### src/rtl/led_pattern_gen.sv
// Multi-channel LED driver: OFF / ON / BLINK / PWM per channel. Config writes commit only on a tick boundary.
// Define LED_BREATHE_EN to turn mode 11 into a triangle-ramped PWM ("breathe").
module led_pattern_gen #(
  parameter int NUM_LEDS = 8,
  parameter int TICK_DIV = 1048576,
  parameter int IDX_W    = 3
) (
  input  logic                clk,
  input  logic                rst,
  input  logic                cfg_valid,
  output logic                cfg_ready,
  input  logic [IDX_W-1:0]    cfg_idx,
  input  logic [1:0]          cfg_mode,
  input  logic [2:0]          cfg_rate,
  input  logic [7:0]          cfg_duty,
  output logic                tick,
  output logic [NUM_LEDS-1:0] led
);

  localparam int PW = $clog2(TICK_DIV);
  localparam logic [PW-1:0] PRESC_LAST = PW'(TICK_DIV - 1);
  localparam logic [PW-1:0] PRESC_PRE  = PW'(TICK_DIV - 2);

  localparam logic [1:0] MODE_OFF   = 2'b00;
  localparam logic [1:0] MODE_ON    = 2'b01;
  localparam logic [1:0] MODE_BLINK = 2'b10;
  localparam logic [1:0] MODE_PWM   = 2'b11;

  logic [PW-1:0]       presc_q;
  logic [7:0]          phase_q;
  logic [7:0]          pwm_cnt_q;
  logic                pend_q;
  logic [IDX_W-1:0]    sh_idx_q;
  logic [1:0]          sh_mode_q;
  logic [2:0]          sh_rate_q;
  logic [7:0]          sh_duty_q;
  logic                accept;
  logic                commit;
  logic [NUM_LEDS-1:0] led_nxt;

  // tick is registered, so it is raised one cycle early to line up with the last prescaler count
  always_ff @(posedge clk or posedge rst) begin
    if (rst) begin
      presc_q   <= '0;
      tick      <= 1'b0;
      phase_q   <= '0;
      pwm_cnt_q <= '0;
    end else begin
      presc_q   <= (presc_q == PRESC_LAST) ? '0 : presc_q + PW'(1);
      tick      <= (presc_q == PRESC_PRE);
      pwm_cnt_q <= pwm_cnt_q + 8'd1;
      if (tick) phase_q <= phase_q + 8'd1;
    end
  end

  assign cfg_ready = ~pend_q;
  assign accept    = cfg_valid & cfg_ready;
  // accept and commit are exclusive: a fresh entry cannot commit on the tick it arrived with
  assign commit    = tick & pend_q;

  always_ff @(posedge clk or posedge rst) begin
    if (rst) begin
      pend_q    <= 1'b0;
      sh_idx_q  <= '0;
      sh_mode_q <= MODE_OFF;
      sh_rate_q <= '0;
      sh_duty_q <= '0;
    end else if (accept) begin
      pend_q    <= 1'b1;
      sh_idx_q  <= cfg_idx;
      sh_mode_q <= cfg_mode;
      sh_rate_q <= cfg_rate;
      sh_duty_q <= cfg_duty;
    end else if (commit) begin
      pend_q    <= 1'b0;
    end
  end

  for (genvar i = 0; i < NUM_LEDS; i++) begin : gen_ch
    // out-of-range indices match no channel, so their commit is silently dropped
    localparam logic [IDX_W-1:0] CH_IDX = IDX_W'(i);
    logic [1:0] mode_q;
    logic [2:0] rate_q;
    logic [7:0] duty_q;
    logic       sel;

    assign sel = commit && (sh_idx_q == CH_IDX);

`ifdef LED_BREATHE_EN
    logic dir_up_q;

    always_ff @(posedge clk or posedge rst) begin
      if (rst) begin
        mode_q   <= MODE_OFF;
        rate_q   <= '0;
        duty_q   <= '0;
        dir_up_q <= 1'b1;
      end else if (sel) begin
        mode_q   <= sh_mode_q;
        rate_q   <= sh_rate_q;
        duty_q   <= sh_duty_q;
        dir_up_q <= 1'b1;
      end else if (tick && (mode_q == MODE_PWM)) begin
        if (dir_up_q) begin
          if (duty_q == 8'hFF) begin
            dir_up_q <= 1'b0;
            duty_q   <= 8'hFE;
          end else begin
            duty_q   <= duty_q + 8'd1;
          end
        end else if (duty_q == 8'h00) begin
          dir_up_q <= 1'b1;
          duty_q   <= 8'h01;
        end else begin
          duty_q   <= duty_q - 8'd1;
        end
      end
    end
`else
    always_ff @(posedge clk or posedge rst) begin
      if (rst) begin
        mode_q <= MODE_OFF;
        rate_q <= '0;
        duty_q <= '0;
      end else if (sel) begin
        mode_q <= sh_mode_q;
        rate_q <= sh_rate_q;
        duty_q <= sh_duty_q;
      end
    end
`endif

    always_comb begin
      led_nxt[i] = 1'b0;
      case (mode_q)
        MODE_OFF:   led_nxt[i] = 1'b0;
        MODE_ON:    led_nxt[i] = 1'b1;
        MODE_BLINK: led_nxt[i] = phase_q[rate_q];
        MODE_PWM:   led_nxt[i] = (pwm_cnt_q < duty_q);
        default:    led_nxt[i] = 1'b0;
      endcase
    end
  end

  always_ff @(posedge clk or posedge rst) begin
    if (rst) led <= '0;
    else     led <= led_nxt;
  end

endmodule

### config.mk
export PLATFORM = sky130hd
export DESIGN_NAME = led_pattern_gen
export DESIGN_NICKNAME = d
export VERILOG_FILES = /design/src/rtl/led_pattern_gen.sv
export SDC_FILE = /design/constraint.sdc
export NUM_CORES = 1
export LEC_CHECK = 0
export BUFFER_PORTS_ARGS = -buffer_cell sky130_fd_sc_hd__buf_2
export CELL_PAD_IN_SITES_DETAIL_PLACEMENT = 1
export CELL_PAD_IN_SITES_GLOBAL_PLACEMENT = 1
export CORE_MARGIN = 2
export CORE_UTILIZATION = 33
export DETAILED_ROUTE_END_ITERATION = 8
export PLACE_DENSITY_LB_ADDON = 0.15
export SLEW_MARGIN = 10
export SYNTH_ARGS = -nofsm -noshare
export SYNTH_HDL_FRONTEND = slang
export SYNTH_SLANG_ARGS = --single-unit
### constraint.sdc
create_clock -name clk -period 9.4 [get_ports clk]
set_input_delay 1.41 -clock clk [delete_from_list [all_inputs] [get_ports clk]]
set_output_delay 1.41 -clock clk [all_outputs]
set_load 0.01 [all_outputs]
---- Word-level counts from Yosys, hierarchy flattened ----
Cells that the tools add are included.
word-level totals
  register bits ........................... 166
  bits in latches ......................... 0
  bits in writable memories ............... 0
  memory bits (read-only) ................. 0
  bits of input ports ..................... 19
  word-level logic and storage cells ...... 134
  memories ................................ 0
cells by class
  $add $sub $neg .......................... 3
  $mul .................................... 0
  div/mod/pow operators ................... 0
  $lt $le $gt $ge ......................... 16
  equality and inequality tests ........... 33
  shift operators ......................... 0
  muxes and demuxes ....................... 27
  bitwise logic cells ..................... 3
  reductions and logical operators ........ 18
operators with widths
  operator               number
  $lt 8x8->1             8
  $eq 20x20->1 const B   2
  $eq 2x2->1 const B     16
  $lt 3x4->1 const B     8
  $pmux 1 s4             8
  $bmux 1 s3             8
  $add 20x1->20 const B  1
  $mux 20                1
  $add 8x1->8 const B    2
  $eq 2x1->1 const B     8
  $logic_not 2->1        8
  $eq 3x3->1 const B     4
  $mux 1                 10
  $logic_and 1x1->1      8
  $eq 3x2->1 const B     2
  $eq 3x1->1 const B     1
  $logic_not 3->1        1
  $and 1x1->1            2
  $reduce_bool 2->1      1
  $not 1->1              1

---- Longest topological paths before layout ----
  depth after elaboration ................. 3
  gate-level depth with buffers ........... 6
  mapped depth without buffers ............ 6

---- Least setup slack after synthesis ----
OpenSTA, ideal clock, no wires.
  path kind ............................... input -> register
  start ................................... in cfg_valid
  end ..................................... reg sh_duty_q[0]
  library setup time ...................... 0.125 ns
  arrival time ............................ 2.381 ns
  required time ........................... 9.275 ns
  slack ................................... 6.894 ns
  stages .................................. 4
  buffers on the path ..................... 2
  cell sequence ........................... nor2b_1 clkbuf_1 buf_2 mux2_2
on the way
  word-level cells in the longest chain between the ends .. 1
RTL lines
  item                  line  text
  start, declared       10    input logic cfg_valid,
  $and 1x1->1           57    assign accept = cfg_valid & cfg_ready;
  end signal, assigned  73    sh_duty_q <= cfg_duty;
  end, declared         36    logic [7:0] sh_duty_q;
No other way between the ends.
A chain may end at the register's enable or synchronous reset.

==> metrics.csv <==
stage;metric;value;unit
critical_path;worstPathMaxFanout;91;
synthesis;yosysUniqueCellTypes;36;
critical_path;end_kind;async pin;
min_path;hold_path_end;gen_ch[4].duty_q[7];
detailed_routing;vias_per_cell;5.177;
die;start_util;33.46;%
power_and_ir_drop;p_int;1.103;mW
clock_network;cts-resized-gates;0;
detailed_routing;wl_met3;492;um
placed_design;gp_congestion;0.7432;
critical_path;reg2regPathDepth;6;
synthesis;async_flop_share;100.0;%
clock_network;clock_latency;430;ps
placed_design;dp_hpwl;14680;um
critical_path;timing.rr.start;presc_q[0];
detailed_routing;ant_nets;0;
synthesis;yosys.area.top_type;dfrtp_1;
detailed_routing;top_layer;met4;
clock_network;cts.sinks;166;
global_route;antenna_found_initial;0;
placed_design;place_area;0.008877;mm^2
die;core_area;0.02511;mm^2
synthesis;ys_warn_count;0;
power_and_ir_drop;pwr-share-seq;50.3;%
sta;final.period_utilization;28.73;%
global_route;grt_pass1_vias;6307;
sta;post-route-min-period;2700;ps
critical_path;crit_arrival;3100;ps
sta;hold_viol;0;
clock_network;cts_tree;yes;
detailed_routing;first_pass_iters;4;
critical_path;criticalPathCategory;in -> async;
global_route;grt_pass1_wl;35320;um
min_path;hold_class;reg -> reg;
min_path;hold_depth;1;
power_and_ir_drop;ir_worst_vdd;0.00006907;V
placed_design;portBuffers;28;
critical_path;required;9800;ps
detailed_routing;wl_met2;11050;um
critical_path;r2r_slack;7030;ps
synthesis;synth_area_per_cell;11.14;um^2
finish;drive_gt1_share;20.48;%
sta;fmax;370.3;MHz
die;die_w;163.6;um
power_and_ir_drop;power_frac_comb;1.6;%
finish;diodes;0;
global_route;grt-ovfl-total;0;
outcome;status;complete, no violations;
synthesis;synth.most_common_cell;dfrtp_1;
detailed_routing;drtIter0Drc;226;
sta;drv_slew;0;
die;dieArea;0.02675;mm^2
critical_path;cp-start-kind;primary input;
run;maxCapViolations;0;
clock_network;cts.path.max_buffers;2;
clock_network;clockRootBuffer;clkbuf_16;
clock_network;cts_made_buffers;17;
power_and_ir_drop;sw_frac_of_total;23.96;%
clock_network;postCtsHoldBufs;0;
sta;relSlewSlack;30.14;%
min_path;min-delay-start;gen_ch[4].duty_q[7];
clock_network;cts_setup_buffers;0;
finish;nets;852;
sta;rsz0062_at_grt;no;
synthesis;yosysSeqAreaShare;49.45;%
synthesis;synth_area;0.008401;mm^2
synthesis;yosys_most_used_dff;dfrtp_1;
synthesis;synth_nets;833;
global_route;track_usage;17.46;%
power_and_ir_drop;p_total;1.451;mW
global_route;grt_max_degree;92;
power_and_ir_drop;switchingPower;0.3475;mW
power_and_ir_drop;p_leak;4.152;nW
sta;hold_slack;508.0;ps
sta;setup_viol;0;
sta;setup_ws;6700;ps
detailed_routing;wl_met1;9902;um
synthesis;synth_top_area_share;49.45;%
synthesis;synth_edf_count;0;
synthesis;synthCells;754;
detailed_routing;routedWlPerCell;19.43;um
synthesis;synth.top_cells.by_area;dfrtp_1, mux2_2, ha_1;
die;ios;29;
sta;worst_slew_pin_slew;1038;ps
clock_network;clk_pin_slew;60;ps
detailed_routing;drt_wl_total;21690;um
detailed_routing;drc_errors;0;
detailed_routing;dr_total_vias;5778;
finish;final_area;0.009457;mm^2
die;dieHeight;163.6;um
synthesis;synth-seq-cells;166;
synthesis;synthTopCellsByCount;dfrtp_1, mux2_2, inv_1;
finish;num-fill-cells;2804;
sta;fin_setup_tns;0;ps
critical_path;rr_endpoint;presc_q[19];
placed_design;place_ws;6102;ps
power_and_ir_drop;power_density;153.4;mW/mm^2
power_and_ir_drop;clkPwrFrac;48.1;%
sta;skew;12.44;ps
clock_network;htreeDepth;4;
finish;syn2layout_area_growth;12.57;%
die;placementRows;58;
[critical path, cell delays in order]
cell and delay (ps):
buf_2 120, inv_6 570, buf_4 890
[sequential cells by signal, summed over array words and instances, names as in the netlist, 2 cells and up]
| name | flops |
|---|---|
| gen_ch.rate_q | 24 |
| gen_ch.mode_q | 16 |
| sh_idx_q | 3 |
| led | 8 |
| sh_rate_q | 3 |
| presc_q | 20 |
| phase_q | 8 |
| pwm_cnt_q | 8 |
| sh_duty_q | 8 |
| sh_mode_q | 2 |
| gen_ch.duty_q | 64 |
[stage by stage]
step,utilization (%),std cells
floorplan,-,754
global placement,35.35,1084
detailed placement,35.35,1084
CTS,37.66,1116
global route,37.66,1116
finish,37.66,1116
[layer usage]
| layer | vias to the layer above | global-route usage [%] |
|---|---|---|
| li1 | 2663 | - |
| met1 | 3036 | 22.76 |
| met2 | 59 | 30.23 |
| met3 | 20 | 2.920 |
| met4 | 0 | 4.266 |
| met5 | - | 0 |
[power groups by stage]
stage                     Sequential (mW)  Combinational (mW)  Clock [mW]
after floorplan                     0.734              0.0174           0
after detailed placement            0.743              0.0244           0
after global placement              0.743              0.0234           0
after global routing                0.730              0.0270       0.746
final                               0.729              0.0229       0.698
after CTS                           0.730              0.0245       0.716
[worst max path at each step]
| stage | depth (start not counted) | to | slack, ps | from |
|---|---|---|---|---|
| 2_1_floorplan | 1 | gen_ch[0].duty_q[0] | 3500 | rst |
| 3_3_place_gp | 3 | gen_ch[2].mode_q[1] | 6180 | rst |
| 3_5_place_dp | 3 | gen_ch[2].rate_q[2] | 6100 | rst |
| 4_1_cts | 3 | gen_ch[5].mode_q[1] | 6570 | rst |
| 5_1_grt | 3 | gen_ch[4].mode_q[0] | 6360 | rst |
| 6_report | 3 | gen_ch[4].mode_q[0] | 6700 | rst |
[placed cells by master (no fill, tap or decap), drive strengths merged]
cell type | Yosys | layout
nor2b | 1 | 1
nand3 | 27 | 27
nor2 | 21 | 21
xor2 | 12 | 12
mux2 | 79 | 79
o221ai | 4 | 4
mux2i | 16 | 16
a211oi | 4 | 4
or4 | 9 | 9
o21a | 8 | 8
o21bai | 1 | 1
nor3 | 4 | 4
and4 | 2 | 2
clkinv | 0 | 4
nand2 | 55 | 55
a21oi | 22 | 22
and3 | 4 | 4
o31ai | 9 | 9
inv | 67 | 73
or2 | 2 | 2
dfrtp | 166 | 166
clkbuf | 31 | 18
nand4 | 15 | 15
nand2b | 22 | 22
a21o | 8 | 8
mux4 | 8 | 8
buf | 5 | 36
ha | 60 | 60
o21ai | 46 | 46
o211ai | 4 | 4
bufinv | 0 | 1
or3 | 11 | 11
xnor2 | 17 | 17
nor4 | 4 | 4
a31o | 1 | 1
clkinvlp | 0 | 3
nand3b | 9 | 9
[logic make-up (layout without fill, tap and decap cells)]
group	after synthesis	count (layout)	synth area share [%]
AO/OA/AOI/OAI	107	107	7.611
XOR/XNOR	29	29	3.023
buffers and inverters	103	135	4.707
AND/OR/NAND/NOR	186	186	11.63
multiplexers	103	103	14.64
flip-flops	166	166	49.45
adder cells (fa/ha/maj)	60	60	8.937
[area by class of cell]
cell class	instances	area [um^2]	area share, %
Sequential cell	166	4154	43.93
Multi-Input combinational cell	485	3854	40.75
Clock buffer	18	439.2	4.644
Tap cell	330	412.9	4.366
Inverter	67	256.5	2.712
Timing Repair Buffer	36	200.2	2.117
Clock inverter	14	140.1	1.482
(Power assumes the default switching activity.)
